<file path="config.mk">
export PLATFORM = sky130hd
export DESIGN_NAME = bcd_to_bin_seq
export DESIGN_NICKNAME = d
export VERILOG_FILES = /design/src/rtl/bcd_to_bin_seq.sv
export SDC_FILE = /design/constraint.sdc
export NUM_CORES = 1
export LEC_CHECK = 0
export ABC_AREA = 1
export CORE_MARGIN = 2
export CORE_UTILIZATION = 40
export CTS_BUF_LIST = sky130_fd_sc_hd__clkbuf_4
export CTS_CLUSTER_SIZE = 10
export DETAILED_ROUTE_END_ITERATION = 6
export PLACE_DENSITY = 0.7
export SLEW_MARGIN = 20
export SYNTH_ARGS = -nofsm -noshare
export SYNTH_HDL_FRONTEND = slang
export SYNTH_SLANG_ARGS = --single-unit
export TNS_END_PERCENT = 30
</file>
<file path="constraint.sdc">
create_clock -name clk -period 1.5 [get_ports clk]
set_input_delay 0.15 -clock clk [delete_from_list [all_inputs] [get_ports clk]]
set_output_delay 0.15 -clock clk [all_outputs]
set_load 0.1 [all_outputs]
</file>
<file path="src/rtl/bcd_to_bin_seq.sv">
// Sequential BCD-to-binary converter using reverse double-dabble.
// Each clock does one right shift and per-digit correction, with a start/busy/done handshake.
module bcd_to_bin_seq #(
    parameter int DIGITS = 3,
    parameter int BIN_W  = 10
) (
    input  logic                  clk,
    input  logic                  rst_n,
    input  logic                  start,
    input  logic [4*DIGITS-1:0]   bcd_in,
    output logic                  busy,
    output logic                  done,
    output logic [BIN_W-1:0]      bin_out,
    output logic                  err
);

    localparam int BCD_W  = 4 * DIGITS;
    localparam int WORK_W = BCD_W + BIN_W;
    localparam int CNT_W  = $clog2(BIN_W + 1);

    typedef enum logic [0:0] {
        IDLE  = 1'b0,
        SHIFT = 1'b1
    } state_t;

    state_t              state_r, state_nxt_s;
    logic [WORK_W-1:0]   work_r, work_nxt_s, step_s;
    logic [CNT_W-1:0]    cnt_r, cnt_nxt_s;
    logic                invalid_r, invalid_nxt_s;
    logic                busy_r, busy_nxt_s;
    logic                done_r, done_nxt_s;
    logic [BIN_W-1:0]    bin_r, bin_nxt_s;
    logic                err_r, err_nxt_s;

    // One reverse double-dabble step: shift right, then pull every BCD nibble >= 8 back by 3.
    function automatic logic [WORK_W-1:0] dabble_step(input logic [WORK_W-1:0] w);
        logic [WORK_W-1:0] s;
        s = {1'b0, w[WORK_W-1:1]};
        for (int i = 0; i < DIGITS; i++) begin
            if (s[BIN_W+4*i +: 4] >= 4'd8) begin
                s[BIN_W+4*i +: 4] = s[BIN_W+4*i +: 4] - 4'd3;
            end else begin
                s[BIN_W+4*i +: 4] = s[BIN_W+4*i +: 4];
            end
        end
        return s;
    endfunction

    function automatic logic has_bad_digit(input logic [BCD_W-1:0] b);
        logic bad;
        bad = 1'b0;
        for (int i = 0; i < DIGITS; i++) begin
            if (b[4*i +: 4] > 4'd9) begin
                bad = 1'b1;
            end else begin
                bad = bad;
            end
        end
        return bad;
    endfunction

    // Step datapath evaluated every cycle; only consumed in SHIFT.
    always_comb begin
        step_s = dabble_step(work_r);
    end

    // Next-state, datapath and output logic.
    always_comb begin
        state_nxt_s   = state_r;
        work_nxt_s    = work_r;
        cnt_nxt_s     = cnt_r;
        invalid_nxt_s = invalid_r;
        busy_nxt_s    = busy_r;
        done_nxt_s    = 1'b0;
        bin_nxt_s     = bin_r;
        err_nxt_s     = err_r;
        case (state_r)
            IDLE: begin
                if (start) begin
                    work_nxt_s    = {bcd_in, {BIN_W{1'b0}}};
                    cnt_nxt_s     = CNT_W'(BIN_W);
                    invalid_nxt_s = has_bad_digit(bcd_in);
                    busy_nxt_s    = 1'b1;
                    state_nxt_s   = SHIFT;
                end else begin
                    busy_nxt_s    = 1'b0;
                end
            end
            SHIFT: begin
                work_nxt_s = step_s;
                if (cnt_r > CNT_W'(1)) begin
                    cnt_nxt_s  = cnt_r - CNT_W'(1);
                    busy_nxt_s = 1'b1;
                end else begin
                    // Leftover BCD weight means the operand did not fit in BIN_W bits.
                    cnt_nxt_s   = {CNT_W{1'b0}};
                    busy_nxt_s  = 1'b0;
                    done_nxt_s  = 1'b1;
                    err_nxt_s   = invalid_r | (step_s[WORK_W-1:BIN_W] != {BCD_W{1'b0}});
                    bin_nxt_s   = err_nxt_s ? {BIN_W{1'b0}} : step_s[BIN_W-1:0];
                    state_nxt_s = IDLE;
                end
            end
            default: begin
                state_nxt_s = IDLE;
                busy_nxt_s  = 1'b0;
            end
        endcase
    end

    // State, datapath and registered outputs.
    always_ff @(posedge clk or negedge rst_n) begin
        if (!rst_n) begin
            state_r   <= IDLE;
            work_r    <= {WORK_W{1'b0}};
            cnt_r     <= {CNT_W{1'b0}};
            invalid_r <= 1'b0;
            busy_r    <= 1'b0;
            done_r    <= 1'b0;
            bin_r     <= {BIN_W{1'b0}};
            err_r     <= 1'b0;
        end else begin
            state_r   <= state_nxt_s;
            work_r    <= work_nxt_s;
            cnt_r     <= cnt_nxt_s;
            invalid_r <= invalid_nxt_s;
            busy_r    <= busy_nxt_s;
            done_r    <= done_nxt_s;
            bin_r     <= bin_nxt_s;
            err_r     <= err_nxt_s;
        end
    end

    assign busy    = busy_r;
    assign done    = done_r;
    assign bin_out = bin_r;
    assign err     = err_r;

endmodule
</file>
After elaboration in Yosys (flattened, before gate mapping):

Index checks and enable logic that the tools add are counted.

* flip-flop bits (word level): 40
* input bits: 15
* word-level logic and storage cells: 39

* add/sub/neg operators: 3
* order comparisons: 6
* eq/ne operators: 1
* multiplexer cells: 16
* bitwise logic cells: 3
* reduce and logical (&&, ||, !) cells: 3

Operators by type and width (number)
* $pmux W22 S2: 1
* $mux W22: 1
* $mux W4: 4
* $gt A4 B4 Y1 const B: 3
* $reduce_bool A12 Y1: 1
* $mux W10: 1
* $ge A4 B4 Y1 const B: 2
* $pmux W4 S2: 1
* $sub A4 B2 Y4 const B: 2
* $mux W1: 7
* $gt A4 B1 Y1 const B: 1
* $reduce_and A2 Y1: 2
* $sub A4 B1 Y4 const B: 1
* $ne A2 B2 Y1 const B: 1
* $not A1 Y1: 2
* $pmux W1 S2: 1
* $or A1 B1 Y1: 1

Longest topological paths before layout:

Gate-level depths: netlist (run 1).

* depth in word-level cells: 5
* depth in mapped cells: 10

Least setup slack after synthesis (run 1):

OpenSTA, ideal clock, no wires.

* kind: register to register
* start: register, netlist name busy
* end: register work_r[11]
* library setup time: 0.141 ns
* arrival: 1.868 ns
* setup slack: -0.509 ns
* cell stages (with the launch flop): 7
* buffers on the path: 1
* cell sequence: dfrtp_1 -> clkinv_1 -> nand2_1 -> inv_1 -> buf_2 -> nand2_1 -> o221ai_1

RTL lines
* to (signal assigned): RTL line 115 `work_r <= {WORK_W{1'b0}};`
* to (signal assigned): RTL line 124 `work_r <= work_nxt_s;`
* to (decl): RTL line 27 `logic [WORK_W-1:0] work_r, work_nxt_s, step_s;`

Final worst setup path (run 1):

* start: register work_r[15]
* end: register err_r (netlist: err)

* longest elaborated chain between the ends: 4
* elaborated cells between the ends (all ways): 5
* classes of those cells: 1 x add/sub; 1 x order compare; 1 x mux; 1 x bitwise; 1 x reduce/logical

RTL lines
* $sub A4 B2 Y4 / $ge A4 B4 Y1 (equally long branches): RTL line 41, 40
* $mux W4 (*): RTL line 40 `if (s[BIN_W+4*i +: 4] >= 4'd8) begin`
* $reduce_bool A12 Y1 (*): RTL line 99 `err_nxt_s = invalid_r | (step_s[WORK_W-1:BIN_W] != {BCD_W{1'b0}});`
* $or A1 B1 Y1 (*): RTL line 99
* to (signal assigned): RTL line 130 `err_r <= err_nxt_s;`
* to (decl): RTL line 33 `logic err_r, err_nxt_s;`

Mark *: on every way between the ends. The rest lies on a longest branch, timed or not.
A chain may end at the register's enable or synchronous reset.

==> results of run 1 <==
[cells in the final DEF, fill, tap and decap left out, types with 7 or more instances in the layout]
cell type        synthesis  layout
nor2_1                  15      14
o22ai_1                 10      10
inv_1                   27      18
nand2_1                 72      63
buf_12                   0      14
o221ai_1                 7       7
dfrtp_1                 39      38
nand2_2                  0       7
buf_4                    1      14
clkdlybuf4s50_1          0      13
nand3_2                  0       8
nand3_1                 16       8
inv_2                    2      11
[stage by stage]
step | instances | util [%] | area, sq um | worst slack [ns]
after global placement | 306 | 51.2 | 2380 | 0.00316
after detailed placement | 306 | 51.2 | 2380 | -0.0429
after global routing | 325 | 58.5 | 2730 | -0.113
after CTS | 320 | 55.0 | 2560 | 0.00193
after floorplan | 223 | - | 1910 | 0.00887
final | 325 | 58.5 | 2730 | -0.0651
[area by class of cell]
type	count	area [sq um]
Sequential cell	39	980
Clock inverter	2	60.1
Inverter	30	113
Timing Repair Buffer	48	587
Tap cell	54	67.6
Multi-Input combinational cell	146	875
Fill cell	382	1930
Clock buffer	6	45.0
[power groups by stage]
stage | clock network [mW] | registers (mW) | logic (mW)
after CTS | 0.909 | 1.69 | 2.65
after detailed placement | 0 | 1.72 | 2.43
after global routing | 0.954 | 1.76 | 3.40
after floorplan | 0 | 2.05 | 1.36
after global placement | 0 | 1.70 | 2.39
final | 0.887 | 1.71 | 3.16
[worst min path at each step]
stage	startpoint	endpoint	slack [ns]	depth (start not counted)
floorplan	rst_n	bin_out[0]	-0.15	0
global placement	rst_n	work_r[21]	0.23	2
detailed placement	rst_n	work_r[21]	0.24	2
CTS	bcd_in[11]	work_r[21]	0.37	3
global route	bcd_in[11]	work_r[21]	0.38	3
finish	rst_n	invalid_r	0.38	3
[worst reg2reg max path, stage by stage, from the launching register on]
cell     delay [ns]
dfrtp_1        0.41
buf_4          0.13
ha_2           0.16
inv_2          0.04
nand2_1        0.06
nand2_1        0.07
nand2_2        0.10
nand2_2        0.08
nor2_4         0.11
buf_6          0.14
nand2_2        0.04
nand2_1        0.05
nand2_1        0.06
[repair_timing]
action | CTS | global route
hold buffers | 1 | 0
pin swaps | 5 | 15
cloned | 2 | 0
setup endpoints to repair | 11 | 13
endpoints found under the hold margin | 39 | 0
gates resized for setup | 12 | 35
setup buffers | 3 | 5
[sequential cells by signal (all words and copies together), names as in the netlist]
register and count:
cnt_r 4, done 1, invalid_r 1, err 1, bin_out 10, work_r 21, busy 1
[cells by family (layout without fill, tap and decap cells)]
family                   Yosys count  in the layout  share of synthesized area (%)
AO/OA/AOI/OAI                     32             32                           11.6
AND/OR/NAND/NOR                  107            107                           22.9
XOR/XNOR                           1              1                          0.460
flip-flops                        39             39                           51.2
buffers and inverters             38             86                           9.79
adder cells (fa/ha/maj)            6              6                           3.94
[routing by layer]
metal  GRT usage [%]  part of all wire, %
met2            27.3                   52
met4            7.41                  3.3
met3            3.31                  3.4
met5               0                    0
met1            21.7                   41
==> impl_metrics.json, run 1 <==
{
  "ant_nets": 0,
  "grt_start_max_net_pins": 40,
  "finalSetupViolations": 7,
  "viasPerCell": 5.24,
  "critPathMaxStageDelay_ns": 0.41,
  "critPathMostFrequentCell": "nand2_1",
  "layout.nets": 291,
  "synth_warnings": 0,
  "crit_path_end_kind": "register",
  "gp_congestion": 0.855,
  "power.density_nw_per_um2": 2110,
  "fin_skew_ns": 0.0139,
  "die_w_um": 73,
  "port_buffers": 27,
  "rr_startpoint": "work_r[15]",
  "p_clk_share_pct": 15.4,
  "combPwrFrac_pct": 54.9,
  "hold_slack_ns": 0.375,
  "drt-total-wl_mm": 4.54,
  "clk_pin_slew_worst_paths_ns": 0.12,
  "yosysUniqueCellTypes": 26,
  "hp-class": "input port to async pin",
  "p_seq_share_pct": 29.7,
  "antenna_found_initial": 0,
  "area_growth_pct": 43.2,
  "path_cells": "buf_4 -> ha_2 -> inv_2 -> nand2_1 -> nand2_1 -> nand2_2 -> nand2_2 -> nor2_4 -> buf_6 -> nand2_2 -> nand2_1 -> nand2_1",
  "fin_setup_tns_ns": -0.182,
  "fin_ws_ns": -0.0651,
  "synth_top_area_share_pct": 51.2,
  "first_pass_iters": 4,
  "cts_buffers": 5,
  "path_buf_inv": 3,
  "num_rows": 25,
  "wl_per_cell_um": 14.0,
  "final_hold_viol_count": 0,
  "cp.required_ns": 1.75,
  "clk_latency_ns": 0.34,
  "switching_share_pct": 44.3,
  "ys.flop_type": "dfrtp_1",
  "p_int_mw": 3.21,
  "worstSetupEndpoint": "err",
  "status": "finished, violations left",
  "die_area_sq_um": 5330,
  "crit_family": "simple AND/OR/NAND/NOR gates",
  "crit_path_max_fanout": 6,
  "slew_headroom_pct": 67.1,
  "finalWorstPathRequiredPeriod_ns": 1.57,
  "drv_slew": 0,
  "criticalPathCategory": "register to register",
  "critPathSlowestCell": "dfrtp_1",
  "synth_fp_nets": 244,
  "min_period_over_period_pct": 104,
  "synthArstFlopShare_pct": 100,
  "worst-path-stages": 12,
  "critPathLaunchType": "register",
  "cts_tree": "yes",
  "rsz0062_at_grt": "true",
  "grt_use_total_pct": 16.8,
  "synth_common_cells": "nand2_1 (72), dfrtp_1 (39), inv_1 (27)",
  "crit_path_start": "work_r[15]",
  "cts.htree.levels": 2,
  "max_freq_mhz": 639,
  "synth_top_area_cell": "dfrtp_1",
  "die_y_um": 73,
  "start_util_pct": 40.9,
  "root_buffer": "clkbuf_4",
  "fin_total_pwr_mw": 5.76,
  "core_area_sq_um": 4660,
  "drive_above_1_share_pct": 29.9,
  "p_switching_mw": 2.55,
  "antenna_cells": 0,
  "reg2reg_slack_ns": -0.07,
  "p_leak_nw": 1.27,
  "maxCapViolations": 0,
  "clock_path_buffers": 2,
  "worstMarginPinSlew_ns": 0.494,
  "clkSinkCount": 39,
  "ios": 28,
  "reg2regPathDepth": 12,
  "drc": 0,
  "syn-cell-area_sq_um": 1900,
  "grt_pass1_vias": 1555,
  "synth.avg_cell_area_sq_um": 8.54,
  "ys_ff_latch": 39,
  "vias": 1703,
  "synth_edf_count": 0,
  "post-dp-hpwl_mm": 2.80,
  "yosysMostFrequentCell": "nand2_1",
  "ir_drop_v": 0.000930,
  "drt_iter0_markers": 176,
  "syn_inst": 223,
  "grt_pass1_wl_mm": 6.94,
  "violations": "negative setup slack",
  "yosys-top-cells-area": "dfrtp_1 (51%), nand2_1 (14%), inv_1 (5.3%), nand3_1 (4.2%), ha_1 (3.9%)",
  "reg2reg_to": "err",
  "cp.arrival_ns": 1.81,
  "ys_seq_area_share_pct": 51.2,
  "grt-ovfl-total": 0
}
(Power assumes the default switching activity.)
==> run 2: changes to the inputs <==
--- a/config.mk
+++ b/config.mk
@@ -5,13 +5,12 @@
 export SDC_FILE = /design/constraint.sdc
 export NUM_CORES = 1
 export LEC_CHECK = 0
-export ABC_AREA = 1
 export CORE_MARGIN = 2
 export CORE_UTILIZATION = 40
 export CTS_BUF_LIST = sky130_fd_sc_hd__clkbuf_4
 export CTS_CLUSTER_SIZE = 10
 export DETAILED_ROUTE_END_ITERATION = 6
-export PLACE_DENSITY = 0.7
+export PLACE_DENSITY = 0.68
 export SLEW_MARGIN = 20
 export SYNTH_ARGS = -nofsm -noshare
 export SYNTH_HDL_FRONTEND = slang
==> constraint.sdc (replaced) <==
create_clock -name clk -period 2 [get_ports clk]
set_input_delay 0.2 -clock clk [delete_from_list [all_inputs] [get_ports clk]]
set_output_delay 0.2 -clock clk [all_outputs]
set_load 0.1 [all_outputs]
==> impl_metrics.json, run 2 <==
{
  "status": "finished, final reports clean",
  "crit_path_end_kind": "register",
  "ios": 28,
  "cts.htree.levels": 2,
  "fin_setup_tns_ns": 0,
  "clkSinkCount": 39,
  "final_hold_viol_count": 0,
  "grt_use_total_pct": 15.4,
  "hold_slack_ns": 0.486,
  "fin_total_pwr_mw": 3.96,
  "criticalPathCategory": "register to register",
  "start_util_pct": 41.5,
  "cp.arrival_ns": 2.09,
  "place_inst": 292,
  "slew_headroom_pct": 43.0,
  "core_area_sq_um": 4720,
  "wl_per_cell_um": 12.1,
  "placed_area_sq_um": 2260,
  "most-common-layout-cells": "dfrtp_1 (39), nand2_1 (30), o21ai_0 (25), buf_4 (18), clkdlybuf4s50_1 (13)",
  "yosysUniqueCellTypes": 40,
  "cts_tree": "yes",
  "post_cts_buffers": 0,
  "synth_fp_nets": 227,
  "fin_ws_ns": 0.189,
  "final_util_pct": 50.2,
  "ys_seq_area_share_pct": 49.7,
  "synth_edf_count": 0,
  "instances_no_fill": 301,
  "drv_slew": 0,
  "syn_inst": 206,
  "finalWorstPathRequiredPeriod_ns": 1.81,
  "synthArstFlopShare_pct": 100,
  "drt_iter0_markers": 110,
  "ir_drop_v": 0.000586,
  "port_buffers": 27,
  "power.density_nw_per_um2": 1670,
  "clk_pin_slew_worst_paths_ns": 0.12,
  "worstMarginPinSlew_ns": 0.855,
  "syn-cell-area_sq_um": 1960,
  "maxCapViolations": 0,
  "root_buffer": "clkbuf_4",
  "finalSetupViolations": 0,
  "die_w_um": 74.0,
  "cp.required_ns": 2.28,
  "drc": 0,
  "p_leak_nw": 1.05,
  "largest_register": "work_r",
  "synth_common_cells": "dfrtp_1 (39), nand2_1 (30), o21ai_0 (25)",
  "crit_path_max_fanout": 10,
  "min_period_over_period_pct": 90.6,
  "hold_buffers": 1,
  "antenna_found_initial": 0,
  "grt_start_max_net_pins": 51,
  "synth.avg_cell_area_sq_um": 9.52,
  "grt-ovfl-total": 0,
  "grt_pass1_vias": 1434,
  "synth_top_area_share_pct": 49.7,
  "post-dp-hpwl_mm": 2.53,
  "layout.nets": 254,
  "critPathLaunchType": "register",
  "rsz0062_at_grt": "false",
  "cts_buffers": 5,
  "grt_pass1_wl_mm": 6.45,
  "ys_ff_latch": 39,
  "fillers": 464,
  "num_rows": 25,
  "largest_reg_flops": 21,
  "yosys-top-cells-area": "dfrtp_1 (50%), o21ai_0 (6.4%), nand2_1 (5.7%), mux2i_1 (5.1%), ha_1 (3.8%)",
  "die_y_um": 74.0,
  "fin_skew_ns": 0.0108,
  "cts_resized": 0,
  "max_freq_mhz": 552,
  "die_area_sq_um": 5480,
  "clk_latency_ns": 0.35,
  "gp_congestion": 0.748,
  "ys.flop_type": "dfrtp_1",
  "synth_warnings": 0,
  "drive_above_1_share_pct": 14.1,
  "clock_path_buffers": 2,
  "drt-total-wl_mm": 3.63,
  "viasPerCell": 4.97,
  "synth_top_area_cell": "dfrtp_1",
  "first_pass_iters": 4,
  "ant_nets": 0,
  "hp-class": "input port to async pin",
  "area_growth_pct": 20.9,
  "antenna_cells": 0,
  "pre_cts_ws_ns": 0.212,
  "layout_commonest_cell": "dfrtp_1",
  "vias": 1496,
  "postLayoutCellArea_sq_um": 2370,
  "yosysMostFrequentCell": "dfrtp_1"
}
==> run 2: cell families (layout without fill, tap and decap cells) <==
group | after synthesis | count (layout) | share of synthesized area [%]
AO/OA/AOI/OAI | 53 | 53 | 15.6
XOR/XNOR | 4 | 4 | 1.79
AND/OR/NAND/NOR | 71 | 71 | 18.2
multiplexers | 10 | 10 | 5.10
flip-flops | 39 | 39 | 49.7
buffers and inverters | 23 | 51 | 5.80
adder cells (fa/ha/maj) | 6 | 6 | 3.83
==> run 2: final cells by class <==
cell class	instances	area, sq um	area share [%]
clock inverter	3	67.6	2.85
inverter	9	33.8	1.42
timing repair buffer	34	300	12.7
tap	67	83.8	3.54
clock buffer	5	37.5	1.58
multi-input combinational	144	872	36.8
sequential	39	976	41.2
==> run 2: final timing paths <==
kind	from	endpoint	cells after the start	slack (ns)
max	cnt_r[0]	bin_out[8]	8	0.19
min reg2reg	bin_out[9]	bin_out[9]	2	0.49
max reg2reg	cnt_r[0]	bin_out[8]	8	0.19
max in group asynchronous	rst_n	work_r[11]	2	0.98
min in group clk	bin_out[9]	bin_out[9]	2	0.49
min	rst_n	bin_out[4]	2	0.49
==> run 2: worst max-delay path: stages (launching register included) <==
cell	delay, ns
dfrtp_1	0.42
inv_1	0.08
ha_1	0.18
o21bai_1	0.11
or3b_1	0.39
inv_2	0.09
nand4_1	0.13
buf_4	0.21
o21ai_1	0.13
==> run 2: power by group <==
part / leakage, nW / switching (mW) / internal, mW / total [mW]
logic: 0.502 / 1.26 / 0.651 / 1.91
clock network: 0.0514 / 0.269 / 0.389 / 0.658
registers: 0.498 / 0.285 / 1.11 / 1.39
total: 1.05 / 1.81 / 2.15 / 3.96
==> run 2: routing by layer <==
| metal | vias up | wire length, um | track usage (%) |
|---|---|---|---|
| li1 | 758 | - | - |
| met1 | 702 | 1750 | 19.6 |
| met2 | 30 | 1700 | 25.0 |
| met3 | 6 | 147 | 5.15 |
| met4 | 0 | 33 | 4.85 |
| met5 | - | 0 | 0 |
